**src/rtl/mem_port_arbiter.sv**
```systemverilog
// Arbitrates the single memory-controller port between instruction fetch (I)
// and load/store (D), with a bounded D streak and a hung-access timeout.
module mem_port_arbiter #(
  parameter int unsigned ADDR_W       = 32,
  parameter int unsigned DATA_W       = 32,
  parameter int unsigned MAX_D_STREAK = 4,
  parameter int unsigned TIMEOUT      = 64
) (
  input  logic              clock,
  input  logic              reset,
  input  logic              i_req,
  input  logic [ADDR_W-1:0] i_addr,
  output logic              i_ready,
  output logic [DATA_W-1:0] i_rdata,
  input  logic              d_read,
  input  logic              d_write,
  input  logic [ADDR_W-1:0] d_addr,
  input  logic [DATA_W-1:0] d_wdata,
  output logic              d_ready,
  output logic [DATA_W-1:0] d_rdata,
  output logic              mem_read,
  output logic              mem_write,
  output logic [ADDR_W-1:0] mem_addr,
  output logic [DATA_W-1:0] mem_wdata,
  input  logic              mem_ready,
  input  logic [DATA_W-1:0] mem_rdata,
  output logic              bus_err,
  output logic              grant_d
);

  localparam int unsigned STREAK_W = 4;
  localparam int unsigned TIMER_W  = 8;

  typedef enum logic [1:0] {IDLE, GRANT_I, GRANT_D, DONE} state_t;

  state_t              state;
  logic [STREAK_W-1:0] streak;
  logic [TIMER_W-1:0]  timer;

  logic d_pend;
  logic in_grant;
  logic timeout_hit;
  logic done;
  logic d_wins;

  assign d_pend      = d_read | d_write;
  assign in_grant    = (state == GRANT_I) || (state == GRANT_D);
  assign timeout_hit = in_grant && (timer == TIMER_W'(TIMEOUT - 1)) && !mem_ready;
  assign done        = in_grant && (mem_ready || timeout_hit);
  // D is the older instruction, but yields once the streak limit is reached.
  assign d_wins      = d_pend && (!i_req || (streak < STREAK_W'(MAX_D_STREAK)));

  // Completion is returned combinationally in the cycle mem_ready (or the timeout) occurs.
  assign i_ready = (state == GRANT_I) && done;
  assign d_ready = (state == GRANT_D) && done;
  assign i_rdata = ((state == GRANT_I) && !timeout_hit) ? mem_rdata : '0;
  assign d_rdata = ((state == GRANT_D) && !timeout_hit) ? mem_rdata : '0;
  assign bus_err = timeout_hit;

  always_ff @(posedge clock or posedge reset) begin
    if (reset) begin
      state     <= IDLE;
      streak    <= '0;
      timer     <= '0;
      mem_read  <= 1'b0;
      mem_write <= 1'b0;
      mem_addr  <= '0;
      mem_wdata <= '0;
      grant_d   <= 1'b0;
    end else begin
      case (state)
        IDLE: begin
          if (d_wins) begin
            state     <= GRANT_D;
            grant_d   <= 1'b1;
            mem_write <= d_write;
            mem_read  <= d_read & ~d_write;
            mem_addr  <= d_addr;
            mem_wdata <= d_wdata;
            timer     <= '0;
            if (!i_req)
              streak <= '0;
            else if (streak < STREAK_W'(MAX_D_STREAK))
              streak <= streak + 1'b1;
          end else if (i_req) begin
            state     <= GRANT_I;
            mem_read  <= 1'b1;
            mem_write <= 1'b0;
            mem_addr  <= i_addr;
            mem_wdata <= '0;
            timer     <= '0;
            streak    <= '0;
          end
        end
        GRANT_I, GRANT_D: begin
          if (done) begin
            state     <= DONE;
            mem_read  <= 1'b0;
            mem_write <= 1'b0;
            grant_d   <= 1'b0;
          end else begin
            timer <= timer + 1'b1;
          end
        end
        DONE:    state <= IDLE;
        default: state <= IDLE;
      endcase
    end
  end

endmodule

```
**config.mk**
```make
export PLATFORM = sky130hd
export DESIGN_NAME = mem_port_arbiter
export DESIGN_NICKNAME = d
export VERILOG_FILES = /design/src/rtl/mem_port_arbiter.sv
export SDC_FILE = /design/constraint.sdc
export NUM_CORES = 1
export LEC_CHECK = 0
export CAP_MARGIN = 20
export CORE_ASPECT_RATIO = 0.6
export CORE_MARGIN = 8
export CORE_UTILIZATION = 36
export CTS_CLUSTER_DIAMETER = 80
export DETAILED_ROUTE_END_ITERATION = 16
export MAX_ROUTING_LAYER = met4
export PLACE_DENSITY = 0.79
export SETUP_SLACK_MARGIN = 0.3
export SYNTH_ARGS = -nofsm -noshare
export SYNTH_HDL_FRONTEND = slang
export SYNTH_SLANG_ARGS = --single-unit
```
**constraint.sdc**
```tcl
create_clock -name clock -period 3.1 [get_ports clock]
set_input_delay 0.31 -clock clock [delete_from_list [all_inputs] [get_ports clock]]
set_output_delay 0.31 -clock clock [all_outputs]
set_load 0.05 [all_outputs]
```
==> results.ini, run 1 <==
[run_status]
outcome=completed

[yosys]
syn-cell-area_sq_um=4080
ys_ff_latch=81
ys_seq_area_frac=0.496
synthDistinctLibCells=41
syn_avg_cell_area_sq_um=10.5
synth_cells=388
yosysWarnings=0
async_flop_share=1.00
syn_nets=528
synth_ff_type=dfrtp_1
synth-edff-count=0

[placement]
place_ws_ns=0.540
place.gp.congestion=0.812
io_buffers=267
hpwlAfterDp_mm=11.3

[timing]
fmax_mhz=370
setup_viol=0
rsz0062_at_grt=no
layout_setup_ws_ns=0.396
totalNegativeSetupSlack_ns=0
skew_ns=0.00731
drv_slew=0
fin_crit_sh=0.872
tightest_slew_ns=0.648
relSlewSlack=0.568
final.min_clock_period_ns=2.70
finalHoldViolCount=0

[final_layout]
fillCellCount=884
drive_gt1_frac=0.158
layout.nets=794
area_growth_pct=75.5
n_antenna_cell=0

[worst_setup_path]
r2r_end=timer[3]
reg2reg_depth=6
worstSetupEndpointType=output pin
cp_top_family=simple AND/OR/NAND/NOR gates
path_cells=inv_1, ha_1, and2b_2, a21boi_4, buf_12, and2_1, buf_4
critical_path_required_ns=2.79
worst_path_max_delay_cell=ha_1
crit_arrival_ns=2.39
cp_num_buf_inv=3
worst_r2r_startpoint=state[0]
cpPeakStageDelay_ns=0.50
crit_path_start_kind=flip-flop
worstSetupPathType=flip-flop to output pin
r2r_setup_slack_ns=0.62
worstPathMaxFanout=16

[route]
via_count=3913
drt-wirelength-per-cell_um=18.1
first_pass_iters=4
route.top_layer_used=met4
wl_met2_mm=6.69
wirelength_mm=14.5
routed_via_density=4.87
drt_iter0_drc=195
wl_met1_mm=6.46
wl_met3_mm=1.27
ant_nets=0
drc=0

[clock_network]
clock_sinks=81
cts-htree-levels=3
cts_buffers=9
clockRootBuffer=clkbuf_16
cts.reportedPaths.clkPinSlew_ns=0.06
clock_path_buffers=2
cts_tree=done
clk-insertion-delay-late_ns=0.33

[floorplanning]
die_area_sq_um=15100
die_h_um=98.5
die_x_um=153
rows=30
initial_utilization=0.365
ios=268
core-area_sq_um=11200

[power_and_ir_drop]
p_leak_nw=3.35
p_per_area_nw_per_um2=1170
ir_drop_v=0.000668

[grt]
grt_max_degree=40
grt_pass1_wl_mm=22.2
overflow=0
antenna_found_initial=0
grt_usage=0.188
first_global_vias=4096

[min_path]
hp-class=primary input to async pin

[job]
drv_cap=0

-- where the power goes --
part | total [W] | leakage, nW | internal (W) | switching, W
Combinational | 0.00547 | 2.18 | 0.00188 | 0.00359
Clock | 0.00113 | 0.153 | 0.000729 | 0.000401
Sequential | 0.00180 | 1.02 | 0.00153 | 0.000273
Total | 0.00840 | 3.35 | 0.00414 | 0.00427
-- state kept, by name, summed over array words and instances (netlist names) --
name       cells
grant_d        1
mem_addr      32
mem_write      1
state          2
mem_read       1
timer          8
mem_wdata     32
streak         4
-- routing by layer --
metal	global-route usage	up-vias
li1	-	1892
met1	0.225	1842
met2	0.297	170
met3	0.0751	9
met4	0.0397	0
met5	-	-
-- repair_timing --
| item | CTS | global route |
|---|---|---|
| hold buffers | 0 | 0 |
| hold endpoints to repair | 0 | 0 |
| buffers inserted | 0 | 4 |
| endpoints found under the setup margin | 66 | 65 |
| pin swaps | 2 | 4 |
| gates cloned | 0 | 2 |
| resized for setup | 2 | 3 |
-- how the worst max path moves through the flow --
| stage | startpoint | endpoint | slack (ns) | cells after the start |
|---|---|---|---|---|
| after global routing | state[0] | d_rdata[12] | 0.30 | 7 |
| final | state[0] | i_rdata[12] | 0.40 | 7 |
| after CTS | state[0] | i_rdata[17] | 0.18 | 6 |
| after floorplan | reset | grant_d | 0.71 | 1 |
| after global placement | state[0] | d_rdata[0] | 0.63 | 6 |
| after detailed placement | state[0] | i_rdata[12] | 0.54 | 6 |
-- worst register-to-register path, stage by stage (launching register included) --
cell      delay, ns
dfrtp_1        0.36
inv_1          0.09
ha_1           0.59
and2b_2        0.40
nand2b_1       0.19
o22ai_1        0.53
a31oi_1        0.17
-- synth_stat cells (7+ instances only) --
cell / count / area, sq um
nor2_1: 7 / 26.3
inv_1: 10 / 37.5
buf_2: 11 / 55.1
clkbuf_1: 10 / 37.5
a22o_1: 33 / 289
o21ai_0: 39 / 195
dfrtp_1: 81 / 2030
mux2i_1: 34 / 340
nand2_1: 37 / 139
and2_1: 67 / 419
nand3_1: 7 / 35.0
-- cells by family (layout without fill, tap and decap cells) --
logic type      Yosys count  in the layout  share of synthesized area
simple gates            135            135                      0.188
compound gates           96             98                      0.168
flops                    81             81                      0.496
mux                      35             35                     0.0861
buf+inv                  35            304                     0.0429
fa+ha+maj                 6              6                     0.0184
-- final cells by class --
cell class              instances  area (sq um)  share of cell area
inverters                      10          38.8             0.00541
repair buffers                278          2660               0.371
well taps                     144           180              0.0251
clock buffers                  12           246              0.0344
multi-input cells             274          1940               0.271
flip-flops and latches         81          2030               0.283
clock inverters                 4          76.3              0.0107
-- per-stage QoR --
stage / power [W] / instance area, sq um / hold slack [ns] / util / instances
final: 0.00840 / 7160 / 0.375 / 0.640 / 803
after global routing: 0.00881 / 7160 / 0.444 / 0.640 / 803
after CTS: 0.00828 / 7040 / 0.400 / 0.630 / 797
after detailed placement: 0.00712 / 6720 / 0.469 / 0.601 / 781
after global placement: 0.00702 / 6720 / 0.463 / 0.601 / 781
after floorplan: 0.00533 / 4080 / 0.443 / - / 388
-- cells in the final DEF (no fill, tap or decap), types with 4 or more instances in the layout --
| cell type | count |
|---|---|
| clkdlybuf4s50_1 | 200 |
| dfrtp_1 | 81 |
| buf_4 | 70 |
| and2_1 | 67 |
| o21ai_0 | 39 |
| nand2_1 | 37 |
| mux2i_1 | 34 |
| a22o_1 | 33 |
| inv_1 | 9 |
| clkbuf_16 | 9 |
| nor2_1 | 7 |
| nand3_1 | 7 |
| a31oi_1 | 6 |
| ha_1 | 6 |
| buf_12 | 5 |
| nand2b_1 | 4 |
| a21boi_4 | 4 |
No activity file was read; power rests on OpenSTA's default activity.
==> run 2: changes to the inputs <==
--- a/config.mk
+++ b/config.mk
@@ -5,14 +5,15 @@
 export SDC_FILE = /design/constraint.sdc
 export NUM_CORES = 1
 export LEC_CHECK = 0
+export ABC_AREA = 1
 export CAP_MARGIN = 20
 export CORE_ASPECT_RATIO = 0.6
 export CORE_MARGIN = 8
-export CORE_UTILIZATION = 36
+export CORE_UTILIZATION = 37
 export CTS_CLUSTER_DIAMETER = 80
 export DETAILED_ROUTE_END_ITERATION = 16
 export MAX_ROUTING_LAYER = met4
-export PLACE_DENSITY = 0.79
+export PLACE_DENSITY = 0.81
 export SETUP_SLACK_MARGIN = 0.3
 export SYNTH_ARGS = -nofsm -noshare
 export SYNTH_HDL_FRONTEND = slang
==> results.ini, run 2 <==
[clock_network]
cts_setup_buffers=0  ; unchanged
cts-htree-levels=3  ; unchanged
clock_path_buffers=2  ; unchanged
cts.reportedPaths.clkPinSlew_ns=0.06  ; about the same
clock_sinks=81  ; unchanged
clockRootBuffer=clkbuf_16
cts_buffers=9  ; unchanged
clk-insertion-delay-late_ns=0.34  ; about the same
holdBufCountCts=0  ; unchanged
cts_tree=done

[timing]
fin_crit_sh=0.892  ; +0.0201
relSlewSlack=0.478  ; -0.0900
rsz0062_at_grt=yes
drv_slew=0  ; unchanged
finalHoldViolCount=0  ; unchanged
skew_ns=0.00643  ; -0.000881 ns
setup_viol=0  ; unchanged
tightest_slew_ns=0.782  ; +0.133 ns
finalHoldWorstSlack_ns=0.395  ; +0.0202 ns
fmax_mhz=361  ; -2.3%
final.min_clock_period_ns=2.77  ; +0.0623 ns
totalNegativeSetupSlack_ns=0  ; unchanged

[route]
ant_nets=0  ; unchanged
drt_iter0_drc=332  ; +70%
via_count=4392  ; +12%
wirelength_mm=15.4  ; +6.0%
drc=0  ; unchanged
drt-wirelength-per-cell_um=17.0  ; -6.1%
routed_via_density=4.85  ; -0.52%
first_pass_iters=5  ; +1

[yosys]
synth.most_common_cell=nor2_1
syn_avg_cell_area_sq_um=8.26  ; -21%
synth_mux_area_frac=0.00483  ; -0.0813
synth_cells=502  ; +29%
yosys-top-cells-count=nor2_1 (106), nand2_1 (85), dfrtp_1 (81), a21oi_1 (66), inv_1 (53)
synth-edff-count=0  ; unchanged
syn-cell-area_sq_um=4150  ; +1.6%
async_flop_share=1.00  ; unchanged
synth_area_leaders=dfrtp_1 (49%), nor2_1 (9.6%), a21oi_1 (8.0%), nand2_1 (7.7%), a22o_1 (6.8%)
synth_top_family_by_area=simple AND/OR/NAND/NOR gates
synthSimpleGateAreaFrac=0.212  ; +0.0232
synthDistinctLibCells=29  ; -29%
syn_nets=642  ; +22%
synth_top_area_cell=dfrtp_1
ys_ff_latch=81  ; unchanged
synth_ff_type=dfrtp_1
synth_xor_area_frac=0  ; unchanged
ys_seq_area_frac=0.489  ; -0.00794
synthAdderAreaFrac=0.0181  ; -0.000294
synth.top_cell.area_share=0.489  ; -0.00794
synth_compound_area_frac=0.164  ; -0.00389
yosysWarnings=0  ; unchanged

[final_layout]
ff_latch_area_sq_um=2030  ; unchanged
stdcell_area_sq_um=6980  ; -2.5%
multi_input_area_sq_um=1660  ; -14%
layout.nets=897  ; +13%
fillCellCount=918  ; +3.8%
drive_gt1_frac=0.134  ; -0.0240
area_growth_pct=68.3
largestRegisters=mem_addr (32), mem_wdata (32), timer (8)
n_antenna_cell=0  ; unchanged
final_cell_count_no_fill=906  ; +13%
final_cell_mix=clkdlybuf4s50_1 (200), nor2_1 (106), nand2_1 (85), dfrtp_1 (81), buf_4 (68)
final_common_cell=clkdlybuf4s50_1

[job]
drv_cap=0  ; unchanged

[worst_setup_path]
r2r_end=streak[2]
reg2reg_depth=7  ; +1
worstSetupPathType=flip-flop to output pin
path_cells=inv_1, ha_1, nand2_1, nor2_1, nand3_1, nand2_2, nor2_1, buf_4
worst_path_max_delay_cell=nand2_2
worst_r2r_startpoint=state[0]
cpPeakStageDelay_ns=0.46  ; -0.04 ns
r2r_setup_slack_ns=1.14  ; +0.52 ns
worstSetupEndpointType=output pin
worstPathMaxFanout=32  ; +16
crit_arrival_ns=2.46  ; +0.07 ns
crit_start=state[0]
cp-endpoint=d_rdata[29]
crit_path_start_kind=flip-flop
crit_top_cell=nor2_1
critical_path_required_ns=2.79  ; about the same

[floorplanning]
initial_utilization=0.373  ; +0.00843
rows=30  ; unchanged
core-area_sq_um=11100  ; -0.67%
die_x_um=153  ; -0.50%
die_area_sq_um=15000  ; -0.97%
die_h_um=98.0  ; -0.47%
ios=268  ; unchanged

[min_path]
hp-class=primary input to async pin

[power_and_ir_drop]
p_sw_frac=0.529  ; +0.0213
p_int_w=0.00402  ; -2.8%
p_per_area_nw_per_um2=1220  ; +4.3%
ir_drop_v=0.000726  ; +8.7%
p_sw_w=0.00452  ; +5.9%
seqPwrFrac=0.212  ; -0.003
p_leak_nw=3.44  ; +2.7%
p_clk_frac=0.139  ; +0.005
comb_power_share=0.649  ; -0.002

[grt]
first_global_vias=4535  ; +11%
antenna_found_initial=0  ; unchanged
grt_pass1_wl_mm=24.5  ; +10%
overflow=0  ; unchanged
grt_max_degree=82  ; +110%
grt_usage=0.208  ; +0.0199

[placement]
place.gp.congestion=0.939  ; +16%
placed_area_sq_um=6650  ; -1.1%
numPlacedInstances=890  ; +14%
hpwlAfterDp_mm=12.0  ; +6.1%
io_buffers=267  ; unchanged

[run_status]
outcome=completed

==> run 2: logic make-up after synthesis <==
kind of cell               after synthesis
buffers and inverters                   87
DFF                                     81
and+or+nand+nor                        217
adders and majority gates                6
muxes                                    2
AOI/OAI and AO/OA                      109
==> run 2: metal layers <==
| layer | GRT usage | wire length (um) |
|---|---|---|
| met1 | 0.232 | 6180 |
| met5 | - | 0 |
| met3 | 0.0851 | 1510 |
| met2 | 0.335 | 7330 |
| met4 | 0.0711 | 376 |
==> run 2: per-stage QoR <==
stage | total power (W) | setup slack [ns] | utilization
finish | 0.00854 | 0.334 | 0.628
global route | 0.00902 | 0.125 | 0.628
CTS | 0.00861 | 0.294 | 0.629
detailed placement | 0.00739 | 0.392 | 0.599
global placement | 0.00727 | 0.501 | 0.599
floorplan | 0.00571 | 0.710 | -
==> run 2: how the worst min path moves through the flow <==
stage | cells past startpoint | endpoint | from
finish | 3 | timer[6] | reset
global route | 3 | timer[6] | reset
CTS | 3 | timer[6] | reset
detailed placement | 2 | mem_read | mem_read
global placement | 2 | mem_read | mem_read
floorplan | 1 | mem_wdata[13] | d_wdata[13]
==> run 2: power groups by stage <==
stage | sequential [W] | clock, W | combinational (W)
floorplan | 0.00324 | 0 | 0.00248
global placement | 0.00179 | 0 | 0.00548
detailed placement | 0.00181 | 0 | 0.00558
CTS | 0.00181 | 0.00122 | 0.00558
global route | 0.00187 | 0.00127 | 0.00588
finish | 0.00181 | 0.00119 | 0.00554
==> run 2: cell type report <==
cell class,count,area share
clock buffers,12,0.0382
clock inverters,4,0.0106
inverters,59,0.0319
multi-input cells,334,0.238
flip-flops and latches,81,0.290
well taps,144,0.0258
repair buffers,272,0.365
==> run 2: critical path: cells and delay by family, from the launching register on <==
family / cells / cell delay, ns
and+or+nand+nor: 5 / 0.97
adders and majority gates: 1 / 0.45
DFF: 1 / 0.38
buffers and inverters: 2 / 0.31
==> run 2: what timing repair did <==
| action | CTS | global route |
|---|---|---|
| cloned | 0 | 0 |
| resized for setup | 3 | 4 |
| endpoints found under the setup margin | 3 | 66 |
==> run 3: changes to the inputs <==
--- a/config.mk
+++ b/config.mk
@@ -12,6 +12,7 @@
 export CORE_UTILIZATION = 37
 export CTS_CLUSTER_DIAMETER = 80
 export DETAILED_ROUTE_END_ITERATION = 16
+export GPL_ROUTABILITY_DRIVEN = 0
 export MAX_ROUTING_LAYER = met4
 export PLACE_DENSITY = 0.81
 export SETUP_SLACK_MARGIN = 0.3
==> results.ini, run 3 (synthesis gave the netlist of run 2 again) <==
[final_layout]
largestRegisters=mem_addr (32), mem_wdata (32), timer (8)
fillCellCount=936  ; +2.0%
final_cell_count_no_fill=906  ; unchanged
final_cell_mix=clkdlybuf4s50_1 (200), nor2_1 (106), nand2_1 (85), dfrtp_1 (81), buf_4 (68)
drive_gt1_frac=0.133  ; -0.00131
layout.nets=897  ; unchanged
area_growth_pct=68.7
n_antenna_cell=0  ; unchanged
final_common_cell=clkdlybuf4s50_1

[grt]
overflow=0  ; unchanged
grt_usage=0.208  ; about the same
grt_max_degree=44  ; -46%
grt_pass1_wl_mm=24.6  ; +0.34%
first_global_vias=4633  ; +2.2%
antenna_found_initial=0  ; unchanged

[route]
drt-wirelength-per-cell_um=17.0  ; -0.21%
routed_via_density=4.85  ; unchanged
drt_iter0_drc=222  ; -33%
drc=0  ; unchanged
via_count=4392  ; unchanged
ant_nets=0  ; unchanged
wirelength_mm=15.4  ; -0.21%
first_pass_iters=4  ; -1

[worst_setup_path]
critical_path_required_ns=2.79  ; about the same
worst_r2r_startpoint=state[0]
crit_start=state[0]
worstSetupPathType=flip-flop to output pin
worstSetupEndpointType=output pin
path_cells=inv_1, ha_1, nand2_1, nor2_1, nand3_1, nand2_2, nor2_1, buf_4
crit_path_start_kind=flip-flop
r2r_setup_slack_ns=1.17  ; +0.03 ns
cpPeakStageDelay_ns=0.45  ; about the same
worstPathMaxFanout=32  ; unchanged
crit_arrival_ns=2.44  ; -0.02 ns
crit_top_cell=nor2_1
worst_path_max_delay_cell=ha_1

[timing]
final.min_clock_period_ns=2.75  ; -0.0211 ns
rsz0062_at_grt=yes
tightest_slew_ns=0.771  ; -0.0101 ns
finalHoldViolCount=0  ; unchanged
fin_crit_sh=0.886  ; -0.00679
fmax_mhz=364  ; +0.77%
setup_viol=0  ; unchanged
skew_ns=0.00497  ; -0.00146 ns
drv_slew=0  ; unchanged
relSlewSlack=0.485  ; +0.00677
totalNegativeSetupSlack_ns=0  ; unchanged

[floorplanning]
core-area_sq_um=11100  ; unchanged
initial_utilization=0.373  ; unchanged
ios=268  ; unchanged
die_h_um=98.0  ; unchanged
die_area_sq_um=15000  ; unchanged
rows=30  ; unchanged
die_x_um=153  ; unchanged

[power_and_ir_drop]
power.total_w=0.00864  ; +1.2%
p_per_area_nw_per_um2=1230  ; +0.90%
p_leak_nw=3.45  ; +0.22%
ir_drop_v=0.000681  ; -6.2%

[placement]
hpwlAfterDp_mm=12.1  ; +0.93%
io_buffers=267  ; unchanged
numPlacedInstances=890  ; unchanged

[job]
drv_cap=0  ; unchanged

[clock_network]
cts_tree=done
cts.reportedPaths.clkPinSlew_ns=0.06  ; about the same
cts_setup_buffers=0  ; unchanged
holdBufCountCts=0  ; unchanged
clockRootBuffer=clkbuf_16
clk-insertion-delay-late_ns=0.33  ; about the same
cts-htree-levels=3  ; unchanged
clock_path_buffers=2  ; unchanged
clock_sinks=81  ; unchanged
cts_buffers=9  ; unchanged

[run_status]
outcome=completed

[min_path]
hp-class=primary input to async pin

[run 3: routing by layer]
metal | share of wire | up-vias | track usage
met1 | 0.41 | 2044 | 0.229
met2 | 0.48 | 213 | 0.342
met4 | 0.023 | 0 | 0.0643
met3 | 0.093 | 25 | 0.0851
li1 | - | 2110 | -
met5 | 0 | - | -
[run 3: final timing paths]
check	endpoint	depth (start not counted)
min in group clock	mem_read	2
worst min-delay path	mem_wdata[22]	2
worst max-delay path	d_rdata[29]	8
max in group asynchronous	mem_addr[31]	3
worst max register to register	streak[2]	7
worst min register to register	mem_read	2
[run 3: report_power, final]
group | switching, W | total (W) | leakage (nW) | internal [W]
Clock | 0.000419 | 0.00128 | 0.176 | 0.000866
Sequential | 0.000286 | 0.00182 | 0.986 | 0.00153
Combinational | 0.00382 | 0.00554 | 2.28 | 0.00172
[run 3: layout make-up]
type | instances | area [sq um] | share of cell area
clock inverter | 6 | 130 | 0.0186
timing repair buffer | 272 | 2550 | 0.364
sequential | 81 | 2030 | 0.290
tap | 144 | 180 | 0.0257
multi-input combinational | 334 | 1660 | 0.237
clock buffer | 10 | 229 | 0.0327
inverter | 59 | 223 | 0.0318
[run 3: timing repair]
item	CTS	global route
cloned	0	0
endpoints found under the setup margin	3	66
gates resized for setup	3	4
[run 3: critical path: cells and delay by family, from the launching register on]
kind / cells / cell delay, ns
and+or+nand+nor: 5 / 0.97
adders and majority gates: 1 / 0.45
DFF: 1 / 0.37
buffers and inverters: 2 / 0.30
[run 3: per-stage QoR]
stage	instance area [sq um]	util	hold WS [ns]	setup WS [ns]
finish	7000	0.630	0.382	0.355
global route	7000	0.630	0.442	0.125
CTS	7010	0.631	0.400	0.332
detailed placement	6650	0.599	0.469	0.414
global placement	6650	0.599	0.463	0.503
floorplan	4150	-	0.443	0.710
